**src/rtl/time_counter_bcd.sv**
```systemverilog
// BCD seconds/minutes/hours core driven by a 1 Hz square wave, with minute/hour adjust, pause, 1 s strobe and hourly chime.
// Latency: one cycle after clk_1 is sampled high; no backpressure, outputs are registered and hold between updates.
module time_counter_bcd #(
  parameter int HOUR_MOD = 24
) (
  input  logic       clk_50M,
  input  logic       ncr,
  input  logic       clk_1,
  input  logic       en,
  input  logic       adj_min,
  input  logic       adj_hour,
  output logic [7:0] sec_bcd,
  output logic [7:0] min_bcd,
  output logic [7:0] hour_bcd,
  output logic       tick_1s,
  output logic       chime
);

  localparam logic [6:0] HMOD = 7'(HOUR_MOD);

  function automatic logic [6:0] bcd2bin(input logic [7:0] b);
    return {3'd0, b[7:4]} * 7'd10 + {3'd0, b[3:0]};
  endfunction

  function automatic logic [7:0] bin2bcd(input logic [6:0] v);
    return (8'(v / 7'd10) << 4) | 8'(v % 7'd10);
  endfunction

  logic [7:0] r_sec, r_min, r_hour;
  logic       r_tick_1s, r_chime;
  logic       r_clk_1, r_clk_1_d, r_adj_min_d, r_adj_hour_d;

  logic       w_tick, w_am, w_ah, w_sec_inc, w_cs, w_cm;
  logic [6:0] w_sec_bin, w_min_bin, w_hour_bin;
  logic [6:0] w_sec_nxt, w_min_sum, w_min_nxt, w_hour_sum, w_hour_nxt;

  // clk_1 is sampled first, so its edge is seen one cycle after the raw adjust edges.
  assign w_tick    = r_clk_1 & ~r_clk_1_d;
  assign w_am      = adj_min & ~r_adj_min_d;
  assign w_ah      = adj_hour & ~r_adj_hour_d;
  assign w_sec_inc = w_tick & en;

  assign w_sec_bin  = bcd2bin(r_sec);
  assign w_min_bin  = bcd2bin(r_min);
  assign w_hour_bin = bcd2bin(r_hour);

  assign w_cs      = w_sec_inc & (w_sec_bin == 7'd59);
  assign w_sec_nxt = w_cs ? 7'd0 : w_sec_bin + {6'd0, w_sec_inc};

  // Only the seconds carry crossing 59 can carry into hours; an adjust wrap stays local.
  assign w_cm      = w_cs & (w_min_bin == 7'd59);
  assign w_min_sum = w_min_bin + {6'd0, w_cs} + {6'd0, w_am};
  assign w_min_nxt = (w_min_sum >= 7'd60) ? w_min_sum - 7'd60 : w_min_sum;

  assign w_hour_sum = w_hour_bin + {6'd0, w_cm} + {6'd0, w_ah};
  assign w_hour_nxt = (w_hour_sum >= HMOD) ? w_hour_sum - HMOD : w_hour_sum;

  always_ff @(posedge clk_50M) begin
    if (!ncr) begin
      r_sec        <= 8'h00;
      r_min        <= 8'h00;
      r_hour       <= 8'h00;
      r_tick_1s    <= 1'b0;
      r_chime      <= 1'b0;
      r_clk_1      <= clk_1;
      r_clk_1_d    <= clk_1;
      r_adj_min_d  <= adj_min;
      r_adj_hour_d <= adj_hour;
    end else begin
      r_sec        <= bin2bcd(w_sec_nxt);
      r_min        <= bin2bcd(w_min_nxt);
      r_hour       <= bin2bcd(w_hour_nxt);
      r_tick_1s    <= w_sec_inc;
      r_chime      <= w_cm;
      r_clk_1      <= clk_1;
      r_clk_1_d    <= r_clk_1;
      r_adj_min_d  <= adj_min;
      r_adj_hour_d <= adj_hour;
    end
  end

  assign sec_bcd  = r_sec;
  assign min_bcd  = r_min;
  assign hour_bcd = r_hour;
  assign tick_1s  = r_tick_1s;
  assign chime    = r_chime;

endmodule

```
**config.mk**
```make
export PLATFORM = sky130hd
export DESIGN_NAME = time_counter_bcd
export DESIGN_NICKNAME = d
export VERILOG_FILES = /design/src/rtl/time_counter_bcd.sv
export SDC_FILE = /design/constraint.sdc
export NUM_CORES = 1
export LEC_CHECK = 0
export CAP_MARGIN = 30
export CORE_MARGIN = 2
export CORE_UTILIZATION = 35
export DETAILED_ROUTE_END_ITERATION = 6
export GPL_TIMING_DRIVEN = 0
export PLACE_DENSITY = 0.51
export REMOVE_ABC_BUFFERS = 1
export SKIP_LAST_GASP = 1
export SLEW_MARGIN = 20
export SYNTH_ARGS = -nofsm -noshare
export SYNTH_HDL_FRONTEND = slang
export SYNTH_SLANG_ARGS = --single-unit
export TNS_END_PERCENT = 1
```
**constraint.sdc**
```tcl
create_clock -name clk_50M -period 18.8 [get_ports clk_50M]
set_input_delay 1.88 -clock clk_50M [delete_from_list [all_inputs] [get_ports clk_50M]]
set_output_delay 1.88 -clock clk_50M [all_outputs]
set_load 0.02 [all_outputs]
```
==> impl_results.md <==
* Final instance area at 4334 sq um
* Port bufs at 31
* Initial antenna violation count at 0
* H-tree depth at 2
* Via count at 3,483
* Hold Vio Cnt, Final at 0
* Synth Cell Area at approximately 3800 sq um
* Largest family of logic cells by synthesized area: compound AO/OA/AOI/OAI gates
* Crit path max fanout at 11
* Initial DRC Count at 171
* Routability cong. at about 0.87
* Layout Nets at between 500 and 600
* Hold WS at between 0.4 and 0.5 ns
* Proportion of synthesized area in mux cells at 2.011%
* GRT Residual Overflow at 0
* WP data required at approximately 19 ns
* CTS root buf: clkbuf_8
* Layout cells sized above 1 at 12.84%
* Crit-path cells: clkdlybuf4s50_1 -> nand2_1 -> nor2_1 -> nand2_1 -> or4_1 -> or4_1 -> fa_1 -> fa_1 -> nor2b_1 -> o21ai_2 -> nand2_1 -> xor2_2 -> ha_1 -> inv_1 -> nand2_1 -> o32ai_2 -> nand2_1 -> o311a_1 -> a21oi_1 -> a31oi_1 -> ha_1 -> nor3_1 -> o41a_1
* Seq/Total Area, Yosys at between 10% and 20%
* Simple-gate share of the synthesized area at around 21%
* CP endpoint kind: flop
* First-pass GRT wire length at 16.01 mm
* Avg Cell Area, Syn at roughly 8.5 sq um
* Worst-Margin Slew at roughly 0.9 ns
* Ratio of final minimum period to clock period at a little under half
* Longest Clk Path Bufs at 2
* Class of the worst hold path: flop to flop
* First-pass DRT Iterations at 4
* Placed Area at roughly 4200 sq um
* Core area at 10,700 sq um
* Worst reg2reg setup slack at between 10 and 15 ns
* Via density per instance at about 5.7
* Dominant cells by area after synthesis: dfxtp_1 16%, ha_1 9.9%, fa_1 4.2%, xnor2_1 3.9%, nor2_1 3.6%
* Unrepaired setup endpoints after global routing: false
* CTS resizes at 0
* Initial Utilization at around 35%
* Routed wire length at between 9 and 10 mm
* Relative slew slack at between 30% and 40%
* Reg-to-reg startpoint: sec_bcd[5]$_SDFF_PN0_
* Largest net degree at the start of global routing at 22
* Top Ports at 32
* # Post-CTS Setup Buffers at 0
* Number of hold buffers added after cts at 0
* Setup TNS at 0 ns
* Min Tclk post-route at around 8.5 ns
* Startpoint class of the critical path: input port
* Xor and xnor area share after synthesis at about a tenth
* Post-synthesis cell type count at between 90 and 100
* Synth async-reset ratio at 0%
* CP max stage cell: o32ai_2
* Reg2Reg Depth at 24
* Largest area contributor in the netlist: dfxtp_1
* Crit path to: hour_bcd[2]$_SDFF_PN0_
* Area grow syn2layout at 14.21%
* Footprint of the multi-input gates at 3029 sq um
* Status: complete, no violations
* Final setup fails at 0
* Diodes inserted at 0
* Launch point of the worst path: en
* TritonCTS Buffers at 5
* Clock-pin slew on the worst setup and hold paths at about 0.07 ns
* Total global-route track usage at between 10% and 20%
* Synth top area share at between 15 and 20%
* Ys Warns at 0
* CTS tree: done
* Achievable Freq at approximately 120 MHz
* R2r endpoint: hour_bcd[2]$_SDFF_PN0_
* Max Cap Viol at 0
* Post-synth EDFFs at 0
* Full die area at about 12,000 sq um
* Slowest stage delay, CP at around 0.67 ns
* Number of global-route vias before repair at roughly 3,300
* Most frequent CP cell: nand2_1
* Fillcell total at 1,087
* Critical path type: input port to flop
* Reg area at between 600 and 700 sq um
* DIE WIDTH at 108.1 microns
* Cells after synthesis at approximately 450
* Antenna Nets Post-Route at 0
* Synth Area in Compound Gates at between 30% and 40%
* Skew final at just under 0.005 ns
* Worst EP arrival at between 8 and 9 ns
* Primary FF master, synth: dfxtp_1
* Synth Register Bits at 30
* Hold depth at 1
* # clock sinks at 30
* Die Y at approximately 110 microns
* Max-slew violations at 0
* Post-DP HPWL at 7.548 mm
* Avg WL per Cell at between 15 and 20 microns
* Adder-Cell Fraction of Synth Area at around 15%
* Worst-Skew Late Latency at roughly 0.28 ns
* Floorplan row count at 38
* Remaining DRCs at 0
## sequential cells by signal, summed over array words and instances, names as in the netlist
| signal | flops |
|---|---|
| r_clk_1_d | 1 |
| hour_bcd | 8 |
| chime | 1 |
| tick_1s | 1 |
| min_bcd | 8 |
| r_clk_1 | 1 |
| sec_bcd | 8 |
| r_adj_hour_d | 1 |
| r_adj_min_d | 1 |
## cell families (layout without fill, tap and decap cells)
| logic type | count (synthesis) | count (layout) |
|---|---|---|
| buf+inv | 40 | 68 |
| simple gates | 148 | 148 |
| compound gates | 148 | 148 |
| flops | 30 | 30 |
| mux | 7 | 7 |
| fa+ha+maj | 40 | 40 |
| xor+xnor | 34 | 34 |
## per-layer routing
| metal | track usage (%) | wire (microns) | vias up |
|---|---|---|---|
| li1 | - | - | 1745 |
| met1 | 23.81 | 4709 | 1657 |
| met2 | 27.18 | 4405 | 68 |
| met3 | 1.627 | 286 | 13 |
| met4 | 4.762 | 162 | 0 |
| met5 | 0 | 0 | - |
## layout by cell type (no fill, tap or decap), types with 6 or more instances in the layout
cell             count
ha_1                30
o21a_1               6
inv_1               27
nand2b_1             6
o21ai_0             16
a21oi_1             23
dfxtp_1             30
clkdlybuf4s50_1     31
fa_1                 8
nand2_1             30
nor2_1              36
o31ai_1              6
xnor2_1             17
nor3_1              16
a21o_1               6
nor2b_1              7
nand3_1             12
clkbuf_8             8
xor2_1               7
## critical path: cells and delay by family
family                   cells  cell delay [ns]
AND/OR/NAND/NOR             10             2.34
AO/OA/AOI/OAI                6             2.07
adder cells (fa/ha/maj)      4             1.64
buffers and inverters        2             0.61
XOR/XNOR                     1             0.13
## through the flow
| step | utilization, % | instances | setup slack, ns |
|---|---|---|---|
| global route | 40.51 | 615 | 9.828 |
| CTS | 40.51 | 615 | 10.26 |
| global placement | 39.49 | 607 | 10.03 |
| finish | 40.51 | 615 | 10.27 |
| detailed placement | 39.49 | 607 | 9.963 |
| floorplan | - | 436 | 11.33 |
## Yosys cell counts, types with 7 or more instances
library cell,n
nor2_1,36
dfxtp_1,30
ha_1,30
nand2_1,30
inv_1,27
a21oi_1,23
xnor2_1,17
nor3_1,16
o21ai_0,16
nand3_1,12
fa_1,8
nor2b_1,7
xor2_1,7
## how the worst min path moves through the flow
stage	start	endpoint	slack, ns
finish	r_clk_1_d$_DFF_P_	tick_1s$_SDFF_PN0_	0.46
global route	r_clk_1_d$_DFF_P_	tick_1s$_SDFF_PN0_	0.47
global placement	r_clk_1_d$_DFF_P_	tick_1s$_SDFF_PN0_	0.44
CTS	r_clk_1_d$_DFF_P_	tick_1s$_SDFF_PN0_	0.45
detailed placement	r_clk_1_d$_DFF_P_	tick_1s$_SDFF_PN0_	0.44
floorplan	r_clk_1_d$_DFF_P_	tick_1s$_SDFF_PN0_	0.40
## layout make-up
| class | instances | area share, % |
|---|---|---|
| Inverter | 29 | 2.512 |
| Multi-Input combinational cell | 377 | 69.89 |
| Timing Repair Buffer | 31 | 7.159 |
| Sequential cell | 30 | 13.86 |
| Tap cell | 140 | 4.042 |
| Clock buffer | 8 | 2.540 |
Power is left out: the tool's default activity adds up to more than one toggle a clock period on the data nets, which glitch-free logic cannot reach.
